$ cat src/rtl/hpdcache_pkg.sv
// Shared types for the HPDcache refill path: refill FSM encoding and the
// MSHR metadata snapshot taken when an entry is acknowledged.
package hpdcache_pkg;

  localparam int unsigned HPDCACHE_TID_W      = 6;
  localparam int unsigned HPDCACHE_SID_W      = 3;
  localparam int unsigned HPDCACHE_SET_W      = 7;
  localparam int unsigned HPDCACHE_WAY_W      = 2;
  localparam int unsigned HPDCACHE_TAG_W      = 20;
  localparam int unsigned HPDCACHE_WORD_IDX_W = 3;

  typedef enum logic [2:0] {
    REFILL_IDLE  = 3'd0,
    REFILL_RECV  = 3'd1,
    REFILL_ARB   = 3'd2,
    REFILL_META  = 3'd3,
    REFILL_WRITE = 3'd4,
    REFILL_RSP   = 3'd5
  } hpdcache_refill_fsm_e;

  typedef struct packed {
    logic [HPDCACHE_TID_W-1:0]      req_id;
    logic [HPDCACHE_SID_W-1:0]      src_id;
    logic [HPDCACHE_SET_W-1:0]      set;
    logic [HPDCACHE_WAY_W-1:0]      way;
    logic [HPDCACHE_TAG_W-1:0]      tag;
    logic [HPDCACHE_WORD_IDX_W-1:0] word;
    logic                           need_rsp;
    logic                           wback;
    logic                           error;
  } hpdcache_refill_meta_t;

endpackage

$ cat src/rtl/hpdcache_refill_linebuf.sv
// Flit-indexed line assembly buffer. Tracks the flit count and flags flits
// that break the expected line framing (early last, overflow).
module hpdcache_refill_linebuf
  import hpdcache_pkg::*;
#(
  parameter int unsigned FlitW = 128,
  parameter int unsigned LineW = 512
) (
  input  logic             clk_i,
  input  logic             rst_ni,
  input  logic             wr_i,
  input  logic             clr_i,
  input  logic             last_i,
  input  logic [FlitW-1:0] data_i,
  output logic [LineW-1:0] line_o,
  output logic             flit_err_o
);

  localparam int unsigned Flits = LineW / FlitW;
  localparam int unsigned CntW  = $clog2(Flits) + 1;
  localparam logic [CntW-1:0] LastIdx = CntW'(Flits - 1);
  localparam logic [CntW-1:0] Full    = CntW'(Flits);

  logic [CntW-1:0]             cnt_q, cnt_d;
  logic [Flits-1:0][FlitW-1:0] line_q, line_d;

  assign line_o = line_q;

  // Next count/buffer; a saturated count discards further flits.
  always_comb begin
    cnt_d      = cnt_q;
    line_d     = line_q;
    flit_err_o = 1'b0;
    if (clr_i) begin
      cnt_d = '0;
    end else if (wr_i) begin
      flit_err_o = last_i ? (cnt_q != LastIdx) : (cnt_q >= LastIdx);
      if (cnt_q != Full) begin
        for (int k = 0; k < Flits; k++) begin
          if (cnt_q == CntW'(k)) begin
            line_d[k] = data_i;
          end else begin
            line_d[k] = line_q[k];
          end
        end
        cnt_d = cnt_q + CntW'(1);
      end else begin
        cnt_d = cnt_q;
      end
    end else begin
      cnt_d = cnt_q;
    end
  end

  // Buffer and count registers.
  always_ff @(posedge clk_i or negedge rst_ni) begin
    if (!rst_ni) begin
      cnt_q  <= '0;
      line_q <= '0;
    end else begin
      cnt_q  <= cnt_d;
      line_q <= line_d;
    end
  end

endmodule

$ cat src/rtl/hpdcache_refill_ctrl.sv
// Refill controller: assembles memory response flits into a line, acks the
// MSHR entry, writes the line into the cache and answers the core.
module hpdcache_refill_ctrl
  import hpdcache_pkg::*;
#(
  parameter int unsigned MshrSets = 4,
  parameter int unsigned MshrWays = 2,
  parameter int unsigned SetW     = 7,
  parameter int unsigned TagW     = 20,
  parameter int unsigned WayW     = 2,
  parameter int unsigned WordW    = 64,
  parameter int unsigned FlitW    = 128,
  parameter int unsigned LineW    = 512,
  parameter int unsigned TidW     = 6,
  parameter int unsigned SidW     = 3,
  localparam int unsigned MshrSetW = (MshrSets > 1) ? $clog2(MshrSets) : 1,
  localparam int unsigned MshrWayW = (MshrWays > 1) ? $clog2(MshrWays) : 1,
  localparam int unsigned WordIdxW = $clog2(LineW / WordW)
) (
  input  logic                         clk_i,
  input  logic                         rst_ni,
  input  logic                         mem_rsp_valid_i,
  output logic                         mem_rsp_ready_o,
  input  logic [MshrWayW+MshrSetW-1:0] mem_rsp_id_i,
  input  logic [FlitW-1:0]             mem_rsp_data_i,
  input  logic                         mem_rsp_last_i,
  input  logic                         mem_rsp_error_i,
  output logic                         refill_req_o,
  input  logic                         refill_gnt_i,
  output logic                         mshr_ack_o,
  output logic                         mshr_ack_cs_o,
  output logic [MshrSetW-1:0]          mshr_ack_set_o,
  output logic [MshrWayW-1:0]          mshr_ack_way_o,
  input  logic [TidW-1:0]              mshr_req_id_i,
  input  logic [SidW-1:0]              mshr_src_id_i,
  input  logic [SetW-1:0]              mshr_set_i,
  input  logic [WayW-1:0]              mshr_way_i,
  input  logic [TagW-1:0]              mshr_tag_i,
  input  logic [WordIdxW-1:0]          mshr_word_i,
  input  logic                         mshr_need_rsp_i,
  input  logic                         mshr_wback_i,
  output logic                         refill_valid_o,
  input  logic                         refill_ready_i,
  output logic [SetW-1:0]              refill_set_o,
  output logic [WayW-1:0]              refill_way_o,
  output logic [TagW-1:0]              refill_tag_o,
  output logic [LineW-1:0]             refill_data_o,
  output logic                         refill_wback_o,
  output logic                         core_rsp_valid_o,
  input  logic                         core_rsp_ready_i,
  output logic [WordW-1:0]             core_rsp_data_o,
  output logic [TidW-1:0]              core_rsp_tid_o,
  output logic [SidW-1:0]              core_rsp_sid_o,
  output logic                         core_rsp_error_o
);

  localparam int unsigned FlitsPerLine = LineW / FlitW;

  // The metadata struct is sized by the package, so the parameters must agree with it.
  if (TidW != HPDCACHE_TID_W || SidW != HPDCACHE_SID_W || SetW != HPDCACHE_SET_W ||
      WayW != HPDCACHE_WAY_W || TagW != HPDCACHE_TAG_W || WordIdxW != HPDCACHE_WORD_IDX_W ||
      FlitsPerLine < 1 || (FlitsPerLine & (FlitsPerLine - 1)) != 0) begin : g_param_chk
    $error("hpdcache_refill_ctrl: unsupported parameter set");
  end

  hpdcache_refill_fsm_e           state_q, state_d;
  logic [MshrWayW+MshrSetW-1:0]   id_q, id_d;
  logic                           err_q, err_d;
  hpdcache_refill_meta_t          meta_q, meta_d;
  logic                           flit_acc_s, flit_err_s, clr_s;
  logic [LineW-1:0]               line_s;
  logic [LineW/WordW-1:0][WordW-1:0] words_s;

  assign flit_acc_s = mem_rsp_valid_i & mem_rsp_ready_o;
  assign words_s    = line_s;

  hpdcache_refill_linebuf #(
    .FlitW (FlitW),
    .LineW (LineW)
  ) i_linebuf (
    .clk_i      (clk_i),
    .rst_ni     (rst_ni),
    .wr_i       (flit_acc_s),
    .clr_i      (clr_s),
    .last_i     (mem_rsp_last_i),
    .data_i     (mem_rsp_data_i),
    .line_o     (line_s),
    .flit_err_o (flit_err_s)
  );

  assign mem_rsp_ready_o  = (state_q == REFILL_IDLE) | (state_q == REFILL_RECV);
  assign refill_req_o     = (state_q == REFILL_ARB);
  assign mshr_ack_o       = (state_q == REFILL_ARB) & refill_gnt_i;
  assign mshr_ack_cs_o    = mshr_ack_o;
  assign mshr_ack_set_o   = id_q[MshrSetW-1:0];
  assign mshr_ack_way_o   = id_q[MshrSetW +: MshrWayW];
  assign refill_valid_o   = (state_q == REFILL_WRITE);
  assign refill_set_o     = meta_q.set;
  assign refill_way_o     = meta_q.way;
  assign refill_tag_o     = meta_q.tag;
  assign refill_wback_o   = meta_q.wback;
  assign refill_data_o    = line_s;
  assign core_rsp_valid_o = (state_q == REFILL_RSP);
  assign core_rsp_data_o  = words_s[meta_q.word];
  assign core_rsp_tid_o   = meta_q.req_id;
  assign core_rsp_sid_o   = meta_q.src_id;
  assign core_rsp_error_o = meta_q.error;

  // Next-state logic; flit count is cleared once the MSHR metadata is in hand.
  always_comb begin
    state_d = state_q;
    id_d    = id_q;
    err_d   = err_q;
    meta_d  = meta_q;
    clr_s   = 1'b0;
    case (state_q)
      REFILL_IDLE: begin
        if (mem_rsp_valid_i) begin
          id_d    = mem_rsp_id_i;
          err_d   = mem_rsp_error_i | flit_err_s;
          state_d = mem_rsp_last_i ? REFILL_ARB : REFILL_RECV;
        end else begin
          state_d = REFILL_IDLE;
        end
      end
      REFILL_RECV: begin
        if (mem_rsp_valid_i) begin
          err_d   = err_q | mem_rsp_error_i | flit_err_s;
          state_d = mem_rsp_last_i ? REFILL_ARB : REFILL_RECV;
        end else begin
          state_d = REFILL_RECV;
        end
      end
      REFILL_ARB: begin
        state_d = refill_gnt_i ? REFILL_META : REFILL_ARB;
      end
      REFILL_META: begin
        meta_d.req_id   = mshr_req_id_i;
        meta_d.src_id   = mshr_src_id_i;
        meta_d.set      = mshr_set_i;
        meta_d.way      = mshr_way_i;
        meta_d.tag      = mshr_tag_i;
        meta_d.word     = mshr_word_i;
        meta_d.need_rsp = mshr_need_rsp_i;
        meta_d.wback    = mshr_wback_i;
        meta_d.error    = err_q;
        clr_s           = 1'b1;
        if (!err_q) begin
          state_d = REFILL_WRITE;
        end else if (mshr_need_rsp_i) begin
          state_d = REFILL_RSP;
        end else begin
          state_d = REFILL_IDLE;
        end
      end
      REFILL_WRITE: begin
        if (refill_ready_i) begin
          state_d = meta_q.need_rsp ? REFILL_RSP : REFILL_IDLE;
        end else begin
          state_d = REFILL_WRITE;
        end
      end
      REFILL_RSP: begin
        state_d = core_rsp_ready_i ? REFILL_IDLE : REFILL_RSP;
      end
      default: begin
        state_d = REFILL_IDLE;
      end
    endcase
  end

  // Controller state registers.
  always_ff @(posedge clk_i or negedge rst_ni) begin
    if (!rst_ni) begin
      state_q <= REFILL_IDLE;
      id_q    <= '0;
      err_q   <= 1'b0;
      meta_q  <= '0;
    end else begin
      state_q <= state_d;
      id_q    <= id_d;
      err_q   <= err_d;
      meta_q  <= meta_d;
    end
  end

endmodule

$ cat config.mk
export PLATFORM = sky130hd
export DESIGN_NAME = hpdcache_refill_ctrl
export DESIGN_NICKNAME = d
export VERILOG_FILES = /design/src/rtl/hpdcache_pkg.sv /design/src/rtl/hpdcache_refill_linebuf.sv /design/src/rtl/hpdcache_refill_ctrl.sv
export SDC_FILE = /design/constraint.sdc
export NUM_CORES = 1
export LEC_CHECK = 0
export ABC_AREA = 1
export BUFFER_PORTS_ARGS = -buffer_cell sky130_fd_sc_hd__buf_4
export CORE_AREA = 2 2 310 312
export DETAILED_ROUTE_END_ITERATION = 12
export DIE_AREA = 0 0 312 314
export GPL_TIMING_DRIVEN = 0
export MAX_ROUTING_LAYER = met4
export PLACE_DENSITY = 0.48
export SLEW_MARGIN = 10
export SYNTH_ARGS = -nofsm -noshare
export SYNTH_HDL_FRONTEND = slang
export SYNTH_SLANG_ARGS = --single-unit
$ cat constraint.sdc
create_clock -name clk_i -period 3.3 [get_ports clk_i]
set_input_delay 0.66 -clock clk_i [delete_from_list [all_inputs] [get_ports clk_i]]
set_output_delay 0.66 -clock clk_i [all_outputs]
set_load 0.01 [all_outputs]
==> out/results.tsv <==
metric	value	unit
status	finished clean	
Setup crit end kind	output port	
clk sinks	566	
remaining global-route overflow	0	
DRC viols	0	
core area	94450	um2
Reg-to-Reg End	i_linebuf.line_o[341]	
P_leak	21.86	nW
Max Clk Rate	314.7	MHz
P_sw	21.51	mW
combinational share of power	0.523	
most common cell after layout, fill and taps aside	nand2_1	
clock skew	31.31	ps
Pint	24.18	mW
sequential cell area	14160	um2
number of fill cells	10190	
FP Rows	113	
total setup buffers inserted after CTS	0	
pin count of the biggest net entering global routing	96	
max-slew violations	0	
Final Core Density	0.4050	
hold path startpoint	mshr_req_id_i[4]	
Routed Antenna Nets	0	
die area	97970	um2
multi-input logic area	10020	um2
Final Cell Area	38250	um2
RSZ-0062 raised after global routing	no	
WL per Instance	23.79	um
vias per cell	4.698	
WHS	219.8	ps
TritonCTS clock tree	done	
critical path type	flip-flop to output port	
I/O Buffers	806	
CP endpoint	core_rsp_data_o[20]	
clock network fraction of design power	0.176	
routability cong.	0.9209	
Avg Cell Area, Syn	7.133	um2
WP data required	2640	ps
Clock Path Buffers	3	
Final min period	3178	ps
dpl cell area	35740	um2
post-synthesis sequential area ratio	0.5071	
vias in the first global route	28540	
crit-path max FO	10	
Initial Util	0.2957	
yosys warns	0	
CTS H-tree lvls	3	
crit path DAT	2520	ps
period utilisation layout	0.9629	
R2R depth	6	
layout cells sized above 1	0.2224	
setup violators final	0	
initial antenna violation count	15	
sequential power share	0.301	
Mapped Cells	3916	
Mapped Area	27930	um2
gr usage total	0.3001	
initial DRC count	2323	
io pins	807	
Area Growth Syn to Fin	36.95	%
crit path launch type	flip-flop	
Final Hold Fails	0	
die width	312	um
clock slew at reported path FFs	60	ps
Slew headroom	0.4788	
post-synthesis cell type count	20	
worst skew pair latency	640	ps
wire length after detailed routing	146000	um
worst hold path class	input pin to flip-flop	
total negative setup slack	0	ps
maximum vdd drop	0.5562	mV
#FFs+latches synth	566	
most used cells in the layout excluding fill and tap cells	1749 x nand2_1, 851 x buf_4, 656 x inv_1	
Worst-Margin Slew	781.8	ps
Die H	314	um
DPL Wire Length	113100	um
Sw Share	0.4708	
Setup crit start	meta_q[3]	
Max Cap Viol	0	
via count	28830	
cell area power density	1194	nW/um2
DRT Pass-1 Iters	5	
Reg2Reg Setup Slack	840	ps
CTS buffer count	71	
Syn Nets	4103	
global-route wire length before repair	206600	um
CTS root buffer	clkbuf_16	
# nets final	4989	
worst r2r src	i_linebuf.cnt_q[0]	
## Yosys cell counts
cell type     n  area (um2)
nor2_4        1       11.26
inv_2         2       7.510
buf_6        10       112.6
nand3_1     269        1346
clkbuf_1    123       461.7
nor2_2        1       6.260
buf_2        48       240.2
inv_1       656        2462
dfrtp_1     566       14160
nand3b_1      1       7.510
nand4_1       3       18.77
a21oi_1       2       10.01
o21ai_0     391        1957
clkinv_1      1       3.750
nand2_1    1749        6565
ha_1          5       62.56
buf_4        43       322.8
o211ai_1      1       7.510
nor2_1        8       30.03
buf_1        36       135.1
## logic make-up after synthesis
group	after synthesis	share of synthesized area
buf+inv	919	0.1341
flops	566	0.5071
compound gates	394	0.07069
simple gates	2032	0.2859
fa+ha+maj	5	0.002240
## power groups by stage
stage	logic (mW)	registers (mW)	clock network, mW
2_1_floorplan	10.0	13.8	0
3_3_place_gp	23.7	13.8	0
3_5_place_dp	23.9	13.8	0
4_1_cts	24.0	13.7	8.20
5_1_grt	26.2	14.1	8.48
6_report	23.9	13.7	8.05
## final cells by class
| type | count | area share |
|---|---|---|
| multi-input combinational | 2431 | 0.2620 |
| sequential | 566 | 0.3703 |
| timing repair buffer | 813 | 0.1630 |
| tap | 1265 | 0.04138 |
| buffer | 260 | 0.03604 |
| clock inverter | 25 | 0.008504 |
| antenna | 15 | 0.0009813 |
| clock buffer | 102 | 0.05318 |
| inverter | 659 | 0.06470 |
## what timing repair did
item                                    CTS  global route
hold buffers                              1             0
endpoints found under the setup margin   64            51
resized for setup                        42            38
hold endpoints to repair                 51             0
## flip-flops by register name (all words and copies together), names as in the netlist, 2 cells and up
register          flops
i_linebuf.line_o    512
refill_tag_o         20
refill_set_o          7
meta_q                4
id_q                  3
core_rsp_sid_o        3
refill_way_o          2
state_q               3
i_linebuf.cnt_q       3
core_rsp_tid_o        6
## layer usage
metal  wire, um  vias up  track usage
met5          0        -            -
met4       4153        0      0.08140
met3      13050      187      0.09532
met2      71640     1044       0.5020
met1      57120    14120       0.3467
li1           -    13480            -
## critical path: stages (launching register included)
cell,delay [ps]
dfrtp_1,350
clkbuf_2,130
clkinv_2,120
buf_1,570
nand2_1,170
nand3_1,120
nand2_1,100
nand2_1,70
nand2_1,90
buf_4,150
## worst min path at each step
stage | end | slack, ps | cells past startpoint
floorplan | core_rsp_error_o | 360 | 0
global placement | id_q[0] | 460 | 2
finish | core_rsp_tid_o[4] | 220 | 3
detailed placement | refill_set_o[0] | 470 | 2
global route | refill_set_o[2] | 190 | 3
CTS | core_rsp_tid_o[4] | 180 | 3
## per-stage QoR
stage          power, mW  setup slack (ps)  instances
2_1_floorplan      23.77              1342       3916
3_3_place_gp       37.48             -5253       5987
3_5_place_dp       37.65            -109.7       5993
4_1_cts            45.94            -3.286       6121
5_1_grt            48.77             6.907       6135
6_report           45.69             122.4       6136
Power figures use the tool's default switching activity.
